**config.mk**
```make
export PLATFORM = sky130hd
export DESIGN_NAME = serial_sub_ctrl
export DESIGN_NICKNAME = d
export VERILOG_FILES = /design/src/rtl/serial_sub_ctrl.sv
export SDC_FILE = /design/constraint.sdc
export NUM_CORES = 1
export LEC_CHECK = 0
export BUFFER_PORTS_ARGS = -buffer_cell sky130_fd_sc_hd__buf_2
export CAP_MARGIN = 15
export CORE_MARGIN = 3
export CORE_UTILIZATION = 45
export CTS_CLUSTER_DIAMETER = 120
export DETAILED_ROUTE_END_ITERATION = 7
export HOLD_SLACK_MARGIN = 0.12
export MAX_ROUTING_LAYER = met4
export PLACE_DENSITY = 0.7
export SYNTH_ARGS = -nofsm -noshare
export SYNTH_HDL_FRONTEND = slang
export SYNTH_SLANG_ARGS = --single-unit
```
**constraint.sdc**
```tcl
create_clock -name CLK -period 1.35 [get_ports CLK]
set_input_delay 0.2025 -clock CLK [delete_from_list [all_inputs] [get_ports CLK]]
set_output_delay 0.2025 -clock CLK [all_outputs]
set_load 0.01 [all_outputs]
```
**src/rtl/serial_sub_ctrl.sv**
```systemverilog
// serial_sub_ctrl: sequencer for the bit-serial subtractor.
// Load, N-bit shift passes with borrow clear gaps, sticky underflow.
module serial_sub_ctrl #(
  parameter int unsigned N  = 4,
  parameter int unsigned RW = 4
) (
  input  logic          CLK,
  input  logic          RST_N,
  input  logic          St,
  input  logic [RW-1:0] Reps,
  input  logic          Bout,
  output logic          L,
  output logic          Sh,
  output logic          C,
  output logic          Bclr,
  output logic          Busy,
  output logic          Done,
  output logic          Neg
);

  localparam int unsigned BW = (N > 2) ? $clog2(N) : 1;

  typedef enum logic [2:0] {
    IDLE  = 3'd0,
    LOAD  = 3'd1,
    SHIFT = 3'd2,
    CLR   = 3'd3,
    DONE  = 3'd4
  } state_t;

  state_t        state_q, state_d;
  logic [BW-1:0] bc_q, bc_d;
  logic [RW-1:0] rem_q, rem_d;
  logic          neg_q, neg_d;
  logic          last_bit;

  assign last_bit = (bc_q == BW'(N - 1));

  // State, bit counter, pass counter and sticky flag registers
  always_ff @(posedge CLK or negedge RST_N) begin
    if (!RST_N) begin
      state_q <= IDLE;
      bc_q    <= '0;
      rem_q   <= '0;
      neg_q   <= 1'b0;
    end else begin
      state_q <= state_d;
      bc_q    <= bc_d;
      rem_q   <= rem_d;
      neg_q   <= neg_d;
    end
  end

  // Next-state logic; zero check on rem precedes any decrement
  always_comb begin
    state_d = state_q;
    bc_d    = bc_q;
    rem_d   = rem_q;
    neg_d   = neg_q;
    unique case (state_q)
      IDLE: begin
        if (St) begin
          rem_d   = Reps;
          neg_d   = 1'b0;
          state_d = LOAD;
        end
      end
      LOAD: begin
        bc_d    = '0;
        state_d = (rem_q == '0) ? DONE : SHIFT;
      end
      SHIFT: begin
        if (last_bit) begin
          neg_d   = neg_q | Bout;
          rem_d   = rem_q - RW'(1);
          bc_d    = '0;
          state_d = (rem_q == RW'(1)) ? DONE : CLR;
        end else begin
          bc_d = bc_q + BW'(1);
        end
      end
      CLR: begin
        bc_d    = '0;
        state_d = SHIFT;
      end
      DONE: begin
        if (!St) state_d = IDLE;
      end
      default: state_d = IDLE;
    endcase
  end

  // Moore output decode from state only
  always_comb begin
    L    = 1'b0;
    Sh   = 1'b0;
    C    = 1'b0;
    Bclr = 1'b0;
    Busy = 1'b0;
    Done = 1'b0;
    unique case (state_q)
      LOAD: begin
        L    = 1'b1;
        Bclr = 1'b1;
        Busy = 1'b1;
      end
      SHIFT: begin
        Sh   = 1'b1;
        C    = 1'b1;
        Busy = 1'b1;
      end
      CLR: begin
        Bclr = 1'b1;
        Busy = 1'b1;
      end
      DONE:    Done = 1'b1;
      default: ;
    endcase
  end

  assign Neg = neg_q;

endmodule

```
# --- Yosys cells after proc, flatten, opt, wreduce, memory -nomap -nowiden ---
# Cells that the tools add are included.
classes:
  n_addsub: 2
  multipliers: 0
  div_mod_pow: 0
  n_lt_le_gt_ge: 0
  n_eq_ne: 9
  shifts: 0
  mux: 19
  bitwise: 1
  reduce_logical: 8
ops:
  columns: ["op", "n"]
  rows:
  - ["$mux W3", 5]
  - ["$pmux W3 S5", 1]
  - ["$mux W4", 2]
  - ["$pmux W4 S2", 1]
  - ["$mux W1", 7]
  - ["$eq A3 B2 Y1 const B", 2]
  - ["$ne A2 B2 Y1 const B", 3]
  - ["$reduce_and A3 Y1", 2]
  - ["$eq A4 B1 Y1 const B", 1]
  - ["$logic_not A4 Y1", 1]
  - ["$pmux W2 S2", 1]
  - ["$reduce_bool A2 Y1", 2]
  - ["$sub A4 B1 Y4 const B", 1]
  - ["$eq A3 B1 Y1 const B", 1]
  - ["$eq A3 B3 Y1 const B", 1]
  - ["$logic_not A3 Y1", 1]
  - ["$reduce_or A3 Y1", 1]
  - ["$add A2 B1 Y2 const B", 1]
  - ["$eq A2 B2 Y1 const B", 1]
  - ["$mux W2", 1]
  - ["$pmux W1 S2", 1]
  - ["$reduce_or A2 Y1", 1]
  - ["$or A1 B1 Y1", 1]
word_totals:
  regBits: 10
  latch_bits: 0
  mem_bits_rw: 0
  rom_bits: 0
  wordCells: 43
  mem_count: 0

# --- Longest topological paths before layout ---
# Gate-level depths: netlist of run 1.
depth:
  ltp_word: 4
  mapped_depth: 6
  depth_no_buf: 5

# --- Least setup slack after synthesis of run 1 ---
# Ideal clock, no wire load.
synth_timing:
  path_kind: "reg-to-reg"
  from: "reg bc_q[0]"
  to: "reg rem_q[0]"
  arrival_time_ns: 1.288
  slack_ns: -0.067
  path_stages_with_launch: 6
  n_path_buf: 0
  synth_period_minus_slack_ns: 1.417
  path_cell_list: "dfrtp_1 > ha_1 > mux2_2 > nand2_2 > mux2i_1 > o21ai_0"
synth_via:
  elab_chain_cells: 3
synth_lines:
  columns: ["element", "line_no", "rtl"]
  rows:
  - ["start, declared", "32", "logic [BW-1:0] bc_q, bc_d;"]
  - ["start signal, assigned", "43", "bc_q <= '0;"]
  - ["start signal, assigned", "48", "bc_q <= bc_d;"]
  - ["$eq A2 B2 Y1", "37", "assign last_bit = (bc_q == BW'(N - 1));"]
  - ["$ne A2 B2 Y1 (no source line)", null, null]
  - ["$reduce_and A3 Y1 (no source line)", null, null]
  - ["end signal, assigned", "49", "rem_q <= rem_d;"]
  - ["end, declared", "33", "logic [RW-1:0] rem_q, rem_d;"]
# Every way passes these cells.
# A chain may end at the register's enable or synchronous reset.

# --- Worst setup path after layout of run 1 ---
layout_timing:
  from: "reg state_q[1]"
  to: "out Sh"
layout_via:
  elab_chain_cells: 2
layout_lines:
  columns: ["element", "line_no", "rtl"]
  rows:
  - ["start, declared", "31", "state_t state_q, state_d;"]
  - ["start signal, assigned", "47", "state_q <= state_d;"]
  - ["$eq A3 B2 Y1", "101", "unique case (state_q)"]
  - ["$mux W1", "101", null]
  - ["end, declared", "13", "output logic Sh,"]
# Every way passes these cells.

==> metrics.txt, run 1 <==
synthesized instance count 71; vias in the first global route 636; layout cells sized above 1 50.98%; die width 43.18 um; post-route ant nets 0; dpl cell area 757.0 um^2; Layout Nets 114; syn_nets 82; Post-synth EDFFs 0; WHS 0.1647 ns; FFs w/ async S/R, synth 100.0%; CTS Buf Count 3; core area 1201 um^2; Clock transition at path regs 0.07 ns; Pins Over Slew Limit 0; Crit-path slowest cell or3b_4; largest net degree at the start of global routing 11; Data required, critical path 1.15 ns; final worst slack -0.1665 ns; fin area 945.9 um^2; Hold Path Class input port to flip-flop; number of cells on the worst hold path 3; Crit. End Element output pin; Yosys top cell area share 40.24%; # fillers 86; Post-Route WL 1.799 mm; Max clock buf depth 2; Tmin final 1.516 ns; Synth Cell Area 621.8 um^2; num ports 15; CP Class flip-flop to output pin; Clock Skew 0.002853 ns; WL/cell 15.51 um; Detailed Place HPWL 1.048 mm; drt first-iter violations 22; commonest cells in the netlist dfrtp_1, nor2_1, a21oi_1, nand2_1, o21ai_0; post-synthesis register bit count 10; Lkg Pwr 0.4529 nW; Peak Freq 659.4 MHz; CP Data Arrival Time 1.31 ns; top cells by area, synth dfrtp_1, ha_1, nor2_1; RSZ-0062 raised after global routing yes; Finish-stage setup viols 10; Core Util, Final 78.75%; grt ovf 0; Die H 43.18 um; crit-path max FO 4; Register-to-Register Path Depth 7; area grow syn2layout 52.11%; clock root buffer clkbuf_4; Primary FF master, synth dfrtp_1; Die Footprint 1864 um^2; critical path, cell by cell or3b_4, inv_4, buf_6; Num Clock Sinks 10; total track usage 19.96%; violated checks setup timing; sequential element share of the synthesized area 40.24%; critical path launch point type flip-flop; Power, Total 0.002470 W; Yosys warning total 0; CTS tree built; row count 12; vias per cell 5.802; cell taking the most area after synthesis dfrtp_1; max incr delay on CP 0.43 ns; Power Dens Cells 2611 nW/um^2; Worst Tran Pin Value 0.2374 ns; Pre-antenna DRT Iters 4; initial core utilization 51.77%; Mean Syn Cell Area 8.758 um^2; VDD IR-drop max 1.455 mV; Port Buffers 14; antenna violations before repair 0; Final Cycle Share 112.3%; via count 673; first-pass GRT wire length 2.787 mm; Rel. slew slack 84.17%; Skew-Pair Late Insertion Delay 0.26 ns; post-synthesis cell type count 30; DRC Markers 0; Max Cap Viol 0; routability cong. 0.7428; n_diodes 0; status finished, violations left; pre-CTS WS -0.01690 ns; final hold viol count 0; Max H-tree Level 1
## cells in the final DEF (no fill, tap or decap), drive strengths merged
master       count
a211oi           2
a21oi            5
a22o             1
a31oi            2
and2             1
buf             31
clkbuf           4
dfrtp           10
dlygate4sd3      1
ha               3
inv              4
mux2             1
mux2i            1
nand2            6
nand2b           1
nand3            1
nand4            1
nor2            10
nor2b            2
nor3             3
nor3b            2
o21ai            7
o2bb2ai          1
o31ai            1
or3b             1
## area by class of cell
class	instances	area, um^2	share of cell area [%]
repair buffers	32	242.7	25.66
inverters	4	17.52	1.852
multi-input cells	52	381.6	40.34
well taps	14	17.52	1.852
flip-flops and latches	10	250.2	26.46
clock buffers	4	36.28	3.836
## layer usage
metal  part of all wire [%]  vias up  global-route usage (%)  wire length [um]
met4                    2.6        0                   7.831                47
li1                       -      310                       -                 -
met3                    6.5        7                   3.390               117
met5                      0        -                       -                 0
met2                     50       43                   33.92               896
met1                     41      313                   23.02               736
## critical path, delay by kind of cell, from the launching register on
kind,cells,cell delay (ns)
AND/OR/NAND/NOR,1,0.43
flip-flops,1,0.42
buffers and inverters,2,0.19
## kinds of logic after synthesis
logic type	count (synthesis)	share of synthesized area, %
AND/OR/NAND/NOR	28	22.94
adder cells (fa/ha/maj)	3	6.037
flip-flops	10	40.24
multiplexers	2	3.420
AO/OA/AOI/OAI	19	18.71
buffers and inverters	9	8.650
## flip-flops by register name, summed over array words and instances, names as in the netlist
register,count
bc_q,2
Neg,1
state_q,3
rem_q,4
## timing repair
item                                    in CTS  in global routing
buffers inserted                             4                  5
gates resized for setup                      9                 13
endpoints found under the setup margin       8                 11
cloned                                       0                  0
pin swaps                                    3                  4
hold buffers                                 1                  0
endpoints found under the hold margin       10                  0
## metrics by stage
step	TNS, ns	cells
floorplan	-0.03690	71
finish	-1.100	116
detailed placement	-0.02043	103
global placement	-0.004742	103
CTS	-1.006	112
global route	-1.496	116
## worst paths after layout
kind / slack (ns) / start / endpoint
worst min register to register: 0.53 / bc_q[1]$_DFFE_PN0P_ / bc_q[1]$_DFFE_PN0P_
worst min-delay path: 0.16 / Reps[0] / rem_q[0]$_DFFE_PN0P_
min in group asynchronous: 0.33 / RST_N / state_q[2]$_DFFE_PN0P_
worst max-delay path: -0.17 / state_q[1]$_DFFE_PN0P_ / Sh
worst max register to register: -0.14 / state_q[1]$_DFFE_PN0P_ / rem_q[3]$_DFFE_PN0P_
max in group asynchronous: 0.83 / RST_N / bc_q[0]$_DFFE_PN0P_
## where the power goes
group          switching (W)  internal [W]  leakage [nW]
Clock               0.000111      0.000164        0.0210
Sequential          0.000117      0.000429         0.124
Combinational       0.000819      0.000830         0.308
Total                0.00105       0.00142         0.453
Note: power is estimated with default switching activity, not from simulation.
==> run 2: changes to the inputs <==
--- a/config.mk
+++ b/config.mk
@@ -14,6 +14,7 @@
 export HOLD_SLACK_MARGIN = 0.12
 export MAX_ROUTING_LAYER = met4
 export PLACE_DENSITY = 0.7
+export SETUP_SLACK_MARGIN = 0.05
 export SYNTH_ARGS = -nofsm -noshare
 export SYNTH_HDL_FRONTEND = slang
 export SYNTH_SLANG_ARGS = --single-unit
==> metrics.txt, run 2 (synthesis results as in run 1) <==
Lkg Pwr 0.4609 nW; WL/cell 13.31 um; commonest non-fill, non-tap cell in the layout buf_4; DRC Markers 0; Power Dens Cells 2681 nW/um^2; post-route ant nets 0; area grow syn2layout 53.92%; num ports 15; Final Cycle Share 113.2%; fin area 957.2 um^2; Top reg by flops rem_q; largest net degree at the start of global routing 11; routability cong. 0.7755; Core Util, Final 79.69%; Finish-stage setup viols 8; Die H 43.18 um; Detailed Place HPWL 1.021 mm; Power, Total 0.002566 W; Seq pwr share 20.6%; Clock Skew 0.002573 ns; Pint 0.001498 W; Die Footprint 1864 um^2; final worst slack -0.1782 ns; switching share of total power 41.62%; Crit. End Element output pin; critical path launch point type flip-flop; Largest register FFs 4; pre-CTS WS -0.005849 ns; crit-path max FO 4; violated checks setup timing; # fillers 82; final hold viol count 0; Clock transition at path regs 0.07 ns; grt ovf 0; CP Class flip-flop to output pin; register area 250.2 um^2; initial core utilization 51.77%; total track usage 19.25%; Layout Nets 116; Max Cap Viol 0; VDD IR-drop max 1.531 mV; Tmin final 1.528 ns; Worst Tran Pin Value 0.3226 ns; vias in the first global route 603; RSZ-0062 raised after global routing yes; Hold Path Class input port to flip-flop; vias per cell 5.214; Data required, critical path 1.15 ns; Peak Freq 654.4 MHz; NetSw 0.001068 W; WHS 0.1729 ns; Port Buffers 14; row count 12; CTS tree built; Pre-antenna DRT Iters 4; Rel. slew slack 78.26%; Pins Over Slew Limit 0; dpl cell area 767.0 um^2; layout cells sized above 1 51.46%; number of cells on the worst hold path 3; Multi-input gate area 394.1 um^2; CP Data Arrival Time 1.33 ns; Max clock buf depth 2; first-pass GRT wire length 2.642 mm; drt first-iter violations 13; antenna violations before repair 0; status finished, violations left; Post-Route WL 1.557 mm; Max H-tree Level 1; Clock power frac 8.0%; CTS Buf Count 3; combinational share of power 71.4%; Top Registers rem_q x4, state_q x3, bc_q x2; Num Clock Sinks 10; Skew-Pair Late Insertion Delay 0.26 ns; clock root buffer clkbuf_4; core area 1201 um^2; die width 43.18 um; Register-to-Register Path Depth 6; via count 610; most frequent cells in the layout buf_4, buf_2, dfrtp_1; n_diodes 0
-- run 2: cell count changes in the layout (fill, tap and decap cells not counted), sizes merged --
cell / change
buf: +2
clkbuf: -1
-- run 2: repair_timing --
| action | 4_1_cts | 5_1_grt |
|---|---|---|
| hold buffers | 1 | 0 |
| gates resized for setup | 18 | 3 |
| setup buffers | 8 | 1 |
| hold endpoints to repair | 10 | 0 |
| pin swaps | 7 | 3 |
| cloned | 0 | 0 |
| setup endpoints to repair | 9 | 12 |
-- run 2: final timing paths --
kind	start	slack, ns	endpoint
max	state_q[2]$_DFFE_PN0P_	-0.18	Sh
min	Reps[0]	0.17	rem_q[0]$_DFFE_PN0P_
max reg2reg	state_q[2]$_DFFE_PN0P_	-0.15	rem_q[1]$_DFFE_PN0P_
min reg2reg	Neg$_DFFE_PN0P_	0.56	Neg$_DFFE_PN0P_
max in group asynchronous	RST_N	0.82	rem_q[0]$_DFFE_PN0P_
min in group asynchronous	RST_N	0.33	state_q[2]$_DFFE_PN0P_
-- run 2: layout make-up --
cell class / count / share of cell area (%)
clock buffers: 3 / 2.353
inverters: 4 / 2.092
multi-input cells: 52 / 41.18
flip-flops and latches: 10 / 26.14
well taps: 14 / 1.830
repair buffers: 34 / 26.41
-- run 2: power by group through the flow --
| stage | clock network [W] | logic [W] | registers (W) |
|---|---|---|---|
| 6_report | 0.000206 | 0.00183 | 0.000529 |
| 5_1_grt | 0.000233 | 0.00199 | 0.000546 |
| 4_1_cts | 0.000215 | 0.00170 | 0.000521 |
| 3_5_place_dp | 0 | 0.00122 | 0.000530 |
| 3_3_place_gp | 0 | 0.00119 | 0.000526 |
| 2_1_floorplan | 0 | 0.000939 | 0.000510 |
-- run 2: metrics by stage --
stage | TNS (ns) | instances
final | -1.012 | 117
after global routing | -1.606 | 117
after CTS | -1.042 | 116
after detailed placement | -0.005849 | 104
after global placement | 0 | 104
after floorplan | -0.03196 | 71
-- run 2: worst max-delay path, stage by stage (launching register included) --
cell	delay (ns)
dfrtp_1	0.38
or3b_1	0.39
buf_6	0.14
inv_6	0.06
buf_6	0.09
-- run 2: routing by layer --
layer	track usage, %	vias up	part of all wire, %
li1	-	312	-
met1	21.24	286	41
met5	-	-	0
met2	34.51	10	55
met4	3.614	0	0.64
met3	5.085	2	3.4
==> run 3: changes to the inputs <==
--- a/config.mk
+++ b/config.mk
@@ -7,7 +7,7 @@
 export LEC_CHECK = 0
 export BUFFER_PORTS_ARGS = -buffer_cell sky130_fd_sc_hd__buf_2
 export CAP_MARGIN = 15
-export CORE_MARGIN = 3
+export CORE_MARGIN = 1.5
 export CORE_UTILIZATION = 45
 export CTS_CLUSTER_DIAMETER = 120
 export DETAILED_ROUTE_END_ITERATION = 7
==> metrics.txt, run 3 (synthesis results as in run 1) <==
die width 40.18 um; Tmin final 1.500 ns; Max H-tree Level 1; Finish-stage setup viols 7; Die H 40.18 um; core area 1301 um^2; Final Cycle Share 111.1%; CTS tree built; critical path launch point type flip-flop; post-route ant nets 0; WL/cell 12.97 um; vias in the first global route 522; Largest register FFs 4; Rel. slew slack 81.00%; num ports 15; DRC Markers 0; Top Registers rem_q x4, state_q x3, bc_q x2; most frequent cells in the layout buf_4, buf_2, dfrtp_1; CTS Buf Count 3; routability cong. 0.7028; commonest non-fill, non-tap cell in the layout buf_4; WHS 0.1694 ns; status finished, violations left; largest net degree at the start of global routing 11; Post-Route WL 1.504 mm; Top reg by flops rem_q; RSZ-0062 raised after global routing yes; grt ovf 0; Hold Path Class input port to flip-flop; row count 13; Num Clock Sinks 10; via count 596; CP Class flip-flop to output pin; antenna violations before repair 0; Port Buffers 14; area grow syn2layout 51.31%; Power Dens Cells 2556 nW/um^2; Clock transition at path regs 0.07 ns; Detailed Place HPWL 985.6 um; Finished Layout Cells 116; Pre-antenna DRT Iters 4; n_diodes 0; Crit. End Element output pin; vias per cell 5.138; first-pass GRT wire length 2.221 mm; clock root buffer clkbuf_4; Cells after DPL 101; CP Data Arrival Time 1.30 ns; Max clock buf depth 2; Pins Over Slew Limit 0; Max Cap Viol 0; total track usage 21.24%; Peak Freq 666.9 MHz; crit-path max FO 3; Worst Tran Pin Value 0.2829 ns; Layout Nets 113; Lkg Pwr 0.4490 nW; violated checks setup timing; final hold viol count 0; final worst slack -0.1495 ns; drt first-iter violations 9; initial core utilization 47.79%; layout cells sized above 1 51.49%; Die Footprint 1614 um^2; Clock Skew 0.006197 ns; Skew-Pair Late Insertion Delay 0.26 ns; VDD IR-drop max 1.490 mV; Data required, critical path 1.15 ns
## run 3: layer usage
metal / part of all wire [%] / vias to the layer above / global-route usage, %
met5: 0 / - / -
met4: 0.66 / 0 / 5.000
met3: 3.6 / 2 / 3.333
met2: 51 / 13 / 35.89
met1: 45 / 272 / 26.55
li1: - / 309 / -
## run 3: metrics by stage
stage / utilization (%) / area (um^2) / total power (W) / setup slack, ns / setup TNS, ns
2_1_floorplan: - / 656.9 / 0.001449 / -0.02039 / -0.03196
3_3_place_gp: 56.73 / 738.2 / 0.001639 / -0.0007554 / -0.0007554
4_1_cts: 69.90 / 909.6 / 0.002300 / -0.1500 / -0.7144
6_report: 72.31 / 940.9 / 0.002405 / -0.1495 / -0.5553
3_5_place_dp: 56.73 / 738.2 / 0.001675 / -0.04817 / -0.05898
5_1_grt: 72.31 / 940.9 / 0.002587 / -0.1894 / -1.085
## run 3: final cells by class
cell class / count / area (um^2)
clock buffers: 4 / 36.28
fillers: 104 / 360.3
inverters: 4 / 20.02
multi-input cells: 52 / 389.1
flip-flops and latches: 10 / 250.2
well taps: 15 / 18.77
repair buffers: 31 / 226.5
## run 3: what timing repair did
action | 4_1_cts | 5_1_grt
pin swaps | 9 | 3
buffers inserted | 8 | 3
gates resized for setup | 15 | 5
hold buffers | 1 | 0
setup endpoints to repair | 10 | 13
endpoints found under the hold margin | 10 | 0
## run 3: power breakdown
part           internal [W]  switching, W
registers          0.000429     0.0000994
logic              0.000808      0.000800
clock network      0.000164      0.000105
total               0.00140       0.00100
## run 3: critical path: stages (launching register included)
cell and delay (ns):
dfrtp_1 0.38, or3b_1 0.39, buf_6 0.14, clkinv_4 0.05
buf_6 0.09
## run 3: worst paths after layout
check | start | end | cells past startpoint | slack (ns)
setup reg to reg | state_q[2]$_DFFE_PN0P_ | rem_q[2]$_DFFE_PN0P_ | 6 | -0.12
setup / recovery | state_q[2]$_DFFE_PN0P_ | C | 4 | -0.15
max in group asynchronous | RST_N | state_q[2]$_DFFE_PN0P_ | 2 | 0.81
hold / removal | Reps[0] | rem_q[0]$_DFFE_PN0P_ | 3 | 0.17
min in group asynchronous | RST_N | Neg$_DFFE_PN0P_ | 2 | 0.34
hold reg to reg | Neg$_DFFE_PN0P_ | Neg$_DFFE_PN0P_ | 2 | 0.55
